[src/rtl/fpu_result_queue.sv]
// Result queue between the fadd stage and register writeback: a first-word
// fall-through FIFO with flush. Define FPU_RQ_FLAGS_EN to add per-entry class flags (out_flags).
module fpu_result_queue #(
  parameter int DEPTH = 4,
  parameter int TAG_W = 6
) (
  input  logic                     clk,
  input  logic                     rstn,
  input  logic [31:0]              in_y,
  input  logic [TAG_W-1:0]         in_tag,
  input  logic                     in_valid,
  output logic                     in_ready,
  output logic [31:0]              out_y,
  output logic [TAG_W-1:0]         out_tag,
  output logic                     out_valid,
  input  logic                     out_ready,
  input  logic                     flush,
`ifdef FPU_RQ_FLAGS_EN
  output logic [3:0]               out_flags,
`endif
  output logic [$clog2(DEPTH):0]   count
);

  localparam int PW = $clog2(DEPTH);
  localparam int CW = PW + 1;

  typedef enum logic [1:0] {
    EMPTY   = 2'd0,
    PARTIAL = 2'd1,
    FULL    = 2'd2
  } occ_t;

  occ_t            state_r;
  occ_t            state_nxt_s;
  logic [CW-1:0]   count_r;
  logic [CW-1:0]   count_nxt_s;
  logic [PW-1:0]   wr_ptr_r;
  logic [PW-1:0]   wr_ptr_nxt_s;
  logic [PW-1:0]   rd_ptr_r;
  logic [PW-1:0]   rd_ptr_nxt_s;
  logic            in_ready_r;
  logic            out_valid_r;
  logic            push_s;
  logic            pop_s;
  logic            wr_en_s;

  logic [31:0]       mem_y_r   [DEPTH];
  logic [TAG_W-1:0]  mem_tag_r [DEPTH];

`ifdef FPU_RQ_FLAGS_EN
  logic [3:0]        mem_flags_r [DEPTH];

  // {sign, zero, inf, nan}; denormals classify as zero
  function automatic logic [3:0] fp_class(input logic [31:0] y);
    logic [7:0]  e;
    logic [22:0] m;
    e = y[30:23];
    m = y[22:0];
    fp_class = {y[31],
                (e == 8'd0),
                (e == 8'hFF) && (m == 23'd0),
                (e == 8'hFF) && (m != 23'd0)};
  endfunction
`endif

  assign push_s  = in_valid && in_ready_r;
  assign pop_s   = out_valid_r && out_ready;
  assign wr_en_s = push_s && !flush && !rstn;

  // Next occupancy, pointers and state; flush clears everything and drops any push/pop
  always_comb begin
    count_nxt_s  = count_r;
    wr_ptr_nxt_s = wr_ptr_r;
    rd_ptr_nxt_s = rd_ptr_r;
    state_nxt_s  = state_r;
    if (flush) begin
      count_nxt_s  = {CW{1'b0}};
      wr_ptr_nxt_s = {PW{1'b0}};
      rd_ptr_nxt_s = {PW{1'b0}};
    end else begin
      if (push_s) begin
        wr_ptr_nxt_s = wr_ptr_r + PW'(1);
      end else begin
        wr_ptr_nxt_s = wr_ptr_r;
      end
      if (pop_s) begin
        rd_ptr_nxt_s = rd_ptr_r + PW'(1);
      end else begin
        rd_ptr_nxt_s = rd_ptr_r;
      end
      case ({push_s, pop_s})
        2'b10:   count_nxt_s = count_r + CW'(1);
        2'b01:   count_nxt_s = count_r - CW'(1);
        default: count_nxt_s = count_r;
      endcase
    end
    if (count_nxt_s == CW'(0)) begin
      state_nxt_s = EMPTY;
    end else if (count_nxt_s == CW'(DEPTH)) begin
      state_nxt_s = FULL;
    end else begin
      state_nxt_s = PARTIAL;
    end
  end

  // Occupancy state, pointers and registered handshake outputs
  always_ff @(posedge clk) begin
    if (rstn) begin
      state_r     <= EMPTY;
      count_r     <= {CW{1'b0}};
      wr_ptr_r    <= {PW{1'b0}};
      rd_ptr_r    <= {PW{1'b0}};
      in_ready_r  <= 1'b1;
      out_valid_r <= 1'b0;
    end else begin
      state_r     <= state_nxt_s;
      count_r     <= count_nxt_s;
      wr_ptr_r    <= wr_ptr_nxt_s;
      rd_ptr_r    <= rd_ptr_nxt_s;
      in_ready_r  <= (state_nxt_s != FULL);
      out_valid_r <= (state_nxt_s != EMPTY);
    end
  end

  // Entry storage is written only by an accepted push that is not cancelled
  always_ff @(posedge clk) begin
    if (wr_en_s) begin
      mem_y_r[wr_ptr_r]     <= in_y;
      mem_tag_r[wr_ptr_r]   <= in_tag;
`ifdef FPU_RQ_FLAGS_EN
      mem_flags_r[wr_ptr_r] <= fp_class(in_y);
`endif
    end
  end

  assign in_ready  = in_ready_r;
  assign out_valid = out_valid_r;
  assign count     = count_r;
  assign out_y     = mem_y_r[rd_ptr_r];
  assign out_tag   = mem_tag_r[rd_ptr_r];
`ifdef FPU_RQ_FLAGS_EN
  assign out_flags = mem_flags_r[rd_ptr_r];
`endif

endmodule

[config.mk]
export PLATFORM = sky130hd
export DESIGN_NAME = fpu_result_queue
export DESIGN_NICKNAME = d
export VERILOG_FILES = /design/src/rtl/fpu_result_queue.sv
export SDC_FILE = /design/constraint.sdc
export NUM_CORES = 1
export LEC_CHECK = 0
export ABC_AREA = 0
export ABC_CLOCK_PERIOD_IN_PS = 2400
export CORE_ASPECT_RATIO = 0.75
export CORE_MARGIN = 2
export CORE_UTILIZATION = 40
export DETAILED_ROUTE_END_ITERATION = 10
export DONT_BUFFER_PORTS = 1
export GPL_TIMING_DRIVEN = 0
export HOLD_SLACK_MARGIN = 0.1
export SLEW_MARGIN = 20
export SYNTH_ARGS = -nofsm -noshare
export SYNTH_HDL_FRONTEND = slang
export SYNTH_SLANG_ARGS = --single-unit
[constraint.sdc]
create_clock -name clk -period 2.4 [get_ports clk]
set_clock_uncertainty 0.05 [all_clocks]
set_input_delay 0.24 -clock clk [delete_from_list [all_inputs] [get_ports clk]]
set_output_delay 0.24 -clock clk [all_outputs]
set_load 0.1 [all_outputs]
# ---- Word-level counts from Yosys, hierarchy flattened
# Memories as Yosys holds them, arrays and structs flattened. A register that Yosys moved wholly into a read port is not among the register bits.
# Index checks and enable logic that the tools add are counted.
dict set report classes {
  n_eq_ne 4
  addsub 4
  n_reduce_logical 9
  order_cmp 0
  mux 10
  n_div 0
  multipliers 0
  shifts 0
  bitwise_logic 0
}
# operator count
set ops {}
lappend ops {{$mux 2} 6}
lappend ops {{$pmux 3 s2} 1}
lappend ops {{$add 2x1->2 const B} 2}
lappend ops {{$logic_and 1x1->1} 4}
lappend ops {{$add 3x1->3 const B} 1}
lappend ops {{$eq 3x3->1 const B} 1}
lappend ops {{$logic_not 3->1} 1}
lappend ops {{$mux 3} 1}
lappend ops {{$sub 3x1->3 const B} 1}
lappend ops {{$eq 2x1->1 const B} 1}
lappend ops {{$eq 2x2->1 const B} 1}
lappend ops {{$logic_not 1->1} 2}
lappend ops {{$mux 1} 2}
lappend ops {{$ne 2x2->1 const B} 1}
lappend ops {{$reduce_bool 2->1} 1}
lappend ops {{$reduce_or 2->1} 1}
dict set report word_totals {
  output_inout_bits 43
  memories 2
  mem_bits_ro 0
  reg_bits 9
  elab_cells 34
  latch_bits 0
  ramBits 152
}
# memory words width rd rd_ports_with_merged_regs wr line
set mem_list {}
lappend mem_list {mem_y_r 4 32 1 1 1 47} ;# logic [31:0] mem_y_r [DEPTH];
lappend mem_list {mem_tag_r 4 6 1 1 1 48} ;# logic [TAG_W-1:0] mem_tag_r [DEPTH];

# ---- Logic depth before layout (Yosys ltp)
dict set report depth {
  word_depth 8
  mapped_depth 8
}

# ---- Worst setup path after synthesis
# Ideal clock, no wire load.
dict set report synth_timing {
  path_type {register -> register}
  startpoint {register in_ready_r, in the netlist in_ready}
  endpoint {register in_ready_r, in the netlist in_ready}
  setup_ns 0.124
  arrival_ns 2.882
  setup_slack_ns -0.657
  stages_incl_launch_ff 9
  required_time_ns 2.226
  path_buffers 1
  period_less_slack_ns 3.057
  cell_sequence {dfxtp_1 -> and2_1 -> clkbuf_1 -> inv_1 -> ha_1 -> fa_1 -> xnor2_1 -> or3_4 -> a2111o_1}
}
dict set report synth_via {
  elab_chain_len 8
  elab_cells_between_ends 10
  classes_between {eq/ne (4); mux (4); reduce/logical (2)}
}
# element line
set synth_lines {}
lappend synth_lines {{start, declared} 41} ;# logic in_ready_r;
lappend synth_lines {{start signal, assigned} 120} ;# in_ready_r <= (state_nxt_s != FULL);
lappend synth_lines {{$logic_and 1x1->1 *} 66} ;# assign push_s = in_valid && in_ready_r;
lappend synth_lines {{$eq 2x1->1 or $eq 2x2->1 (tied branches)} 91} ;# case ({push_s, pop_s})
lappend synth_lines {{$pmux 3 s2 *} 91}
lappend synth_lines {{$mux 3 *} 76} ;# if (flush) begin
lappend synth_lines {{$eq 3x3->1} 99} ;# end else if (count_nxt_s == CW'(DEPTH)) begin
lappend synth_lines {{$mux 2} 99}
lappend synth_lines {{$mux 2 *} 97} ;# if (count_nxt_s == CW'(0)) begin
lappend synth_lines {{$ne 2x2->1 *} 120}
# Every way passes the cells marked *; elsewhere a longest branch is shown, timed or not.
# A chain may end at the register's enable or synchronous reset.

# ---- Final worst setup path
# Same ends and word-level chain as after synthesis.

==> key figures <==
Setup path
  – Startpoint Class: register
  – CP peak stage delay: 0.53 ns
  – CP Capture Type: register
  – Critical path arrival: 2.61 ns
  – WS Path Type: reg2reg
  – WP data required: 2.64 ns
  – Crit-path slowest cell: dfxtp_4
  – Worst reg2reg path depth: 7
  – Worst-path cell chain: and2_4, inv_2, ha_4, fa_2, xnor2_2, or3_4, a2111o_1
  – Worst-path fanout max: 5

Final layout
  – Share of cells above drive strength 1: 28.70%
  – Synthesis-to-layout area growth: 23.30%
  – Commonest cells after routing, fill and taps aside: edfxtp_1, dlygate4sd3_1, mux4_2
  – Final Non-Filler Cells: 531
  – Layout Nets: 367
  – Most common cell after layout, fill and taps aside: edfxtp_1
  – Ant. Diodes: 0

STA
  – Final Setup Violations: 0
  – Unrepaired setup endpoints after global routing: yes
  – Final Cycle Share: 98.43%
  – Max-slew headroom: 33.98%
  – Post-route minimum period: 2.362 ns
  – Worst-Margin Slew: 0.9889 ns
  – Final Hold Fails: 0
  – Final Max Tran Viols: 0
  – Fmax: 423.3 MHz

Route
  – Vias: 2641
  – Initial DRC Count: 150
  – DRC viols: 0
  – Routed WL: 10.36 mm
  – DRT Pass-1 Iters: 4
  – Antenna-violating nets left: 0
  – Vias/cell: 4.974
  – Routed WL per cell: 19.51 um

Power
  – Internal power: 4.870 mW
  – PwrDens: 840.8 mW/mm^2
  – Sw Share: 21.67%
  – NetSw: 1.347 mW
  – Worst VDD drop: 0.0005275 V
  – Static Leakage: 2.332 nW
  – Combinational fraction of design power: 5.9%
  – Seq pwr share: 51.0%
  – Final Total Pwr: 6.218 mW
  – Power share of the clock group: 43.2%

Floorplan
  – Die ar.: 0.01600 mm^2
  – Row cnt: 38
  – Initial Util: 41.22%
  – Die height: 110.0 um
  – I/O pin count: 86
  – Die W: 145.4 um
  – Core Box Area: 0.01455 mm^2

Placed design
  – Global placer's final weighted congestion: 0.6524
  – Cells after DPL: 456
  – Port Buf Inserts: 0
  – Post-DP HPWL: 6.413 mm

Yosys
  – Post-synth EDFFs: 152
  – Register area share after synthesis: 79.78%
  – Top_reg_cell synth: edfxtp_1
  – Synth Area per Inst: 23.80 um^2
  – Synth Register Bits: 163
  – Synth async-reset ratio: 0%
  – Post-synth cell types: 27
  – Mapped Nets: 301
  – Synth Warn #: 0
  – Synthesized cell area: 0.005997 mm^2
  – Mapped Cells: 252

Worst hold path
  – Class of the worst hold path: in2reg
  – Hold Path Depth: 3

Global routing
  – First-pass GRT wire length: 16.10 mm
  – Global route total overflow: 0
  – Gr usage total: 14.06%
  – Initial antenna violation count: 0
  – Vias in the first global route: 2937
  – Pin count of the biggest net entering global routing: 23

Clock tree
  – Clk Latency, worst-skew pair: 0.41 ns
  – Worst-path clk slew: 0.06 ns
  – Clock sink count: 163
  – H-Tree Depth: 4
  – TritonCTS clock tree: yes
  – TritonCTS buffer count: 17
  – Clock Path Buffers: 2
  – Root buffer cell: clkbuf_16

Outcome
  – Status: finished, final reports clean

Job
  – Max_cap viols: 0
## metrics by stage
stage | TNS, ns | utilization (%) | worst slack (ns) | hold slack [ns] | instance area (um^2)
after floorplan | 0 | - | 0.02864 | 0.2813 | 6037
after global placement | -90.37 | 43.21 | -0.6242 | 0.2869 | 6287
after detailed placement | -0.04789 | 43.80 | -0.04789 | 0.2890 | 6372
after CTS | 0 | 50.66 | 0.009817 | 0.1623 | 7371
after global routing | -0.01351 | 50.83 | -0.008515 | 0.2105 | 7395
final | 0 | 50.83 | 0.03762 | 0.1857 | 7395
## logic make-up after synthesis
family,count (synthesis),synth area share [%]
AOI/OAI and AO/OA,7,0.7929
xor gates and xnor gates,4,0.5843
adders and majority gates,6,1.377
buffers and inverters,13,1.210
DFF,163,79.78
muxes,39,14.44
and+or+nand+nor,20,1.815
## synth_stat cells (all sizes together) (2+ instances only)
master  count  share of area [%]
xnor2       3               0.44
buf         7               0.83
dfxtp      11                3.7
nand2       2               0.13
nand2b      2               0.21
mux4       38                 14
ha          5                1.0
a21oi       2               0.17
and3        5               0.52
clkbuf      3               0.19
inv         3               0.19
nor2        6               0.38
and2        2               0.21
edfxtp    152                 76
## critical path: cells and delay by family (launching register included)
| family | cells | cell delay, ns |
|---|---|---|
| flip-flops | 1 | 0.53 |
| buffers and inverters | 1 | 0.06 |
| XOR/XNOR | 1 | 0.15 |
| AND/OR/NAND/NOR | 2 | 0.58 |
| adder cells (fa/ha/maj) | 2 | 0.52 |
| AO/OA/AOI/OAI | 1 | 0.36 |
## path summary, 6_finish.rpt
kind	start	endpoint	slack (ns)
setup / recovery	in_ready$_SDFF_PP1_	in_ready$_SDFF_PP1_	0.04
hold / removal	out_ready	rd_ptr_r[0]$_SDFFE_PP0P_	0.19
setup reg to reg	in_ready$_SDFF_PP1_	in_ready$_SDFF_PP1_	0.04
hold reg to reg	wr_ptr_r[1]$_SDFFE_PP0P_	wr_ptr_r[1]$_SDFFE_PP0P_	0.46
## layout make-up
| class | count | area (um^2) |
|---|---|---|
| buffer | 9 | 66.31 |
| clock buffer | 18 | 429.2 |
| clock inverter | 14 | 160.2 |
| fill | 1198 | 7154 |
| inverter | 3 | 11.26 |
| multi-input combinational | 76 | 1170 |
| sequential | 163 | 4792 |
| tap | 200 | 250.2 |
| timing repair buffer | 48 | 515.5 |
## metal layers
metal | GRT usage (%) | vias to the layer above | wire length (um)
met5 | 0 | - | 0
met2 | 23.46 | 70 | 5263
li1 | - | 1191 | -
met1 | 16.40 | 1370 | 4267
met4 | 5.672 | 0 | 119
met3 | 5.967 | 10 | 711
## flip-flops by register name, summed over array words and instances, names as in the netlist, named ones only
name       cells
count          3
in_ready       1
mem_tag_r     24
mem_y_r      128
out_valid      1
rd_ptr_r       2
wr_ptr_r       2
## power by group through the flow
| stage | combinational (mW) | sequential, mW | clock, mW |
|---|---|---|---|
| 2_1_floorplan | 0.259 | 3.23 | 0 |
| 3_3_place_gp | 0.282 | 3.23 | 0 |
| 3_5_place_dp | 0.288 | 3.23 | 0 |
| 4_1_cts | 0.367 | 3.17 | 2.75 |
| 5_1_grt | 0.386 | 3.17 | 2.87 |
| 6_report | 0.366 | 3.17 | 2.68 |
## what timing repair did
action / CTS / global route
endpoints found under the setup margin: 1 / 22
pin swaps: 1 / 1
hold buffers: 42 / 0
buffers inserted: 0 / 2
gates resized for setup: 2 / 4
endpoints found under the hold margin: 157 / 0
Power figures use the tool's default switching activity.
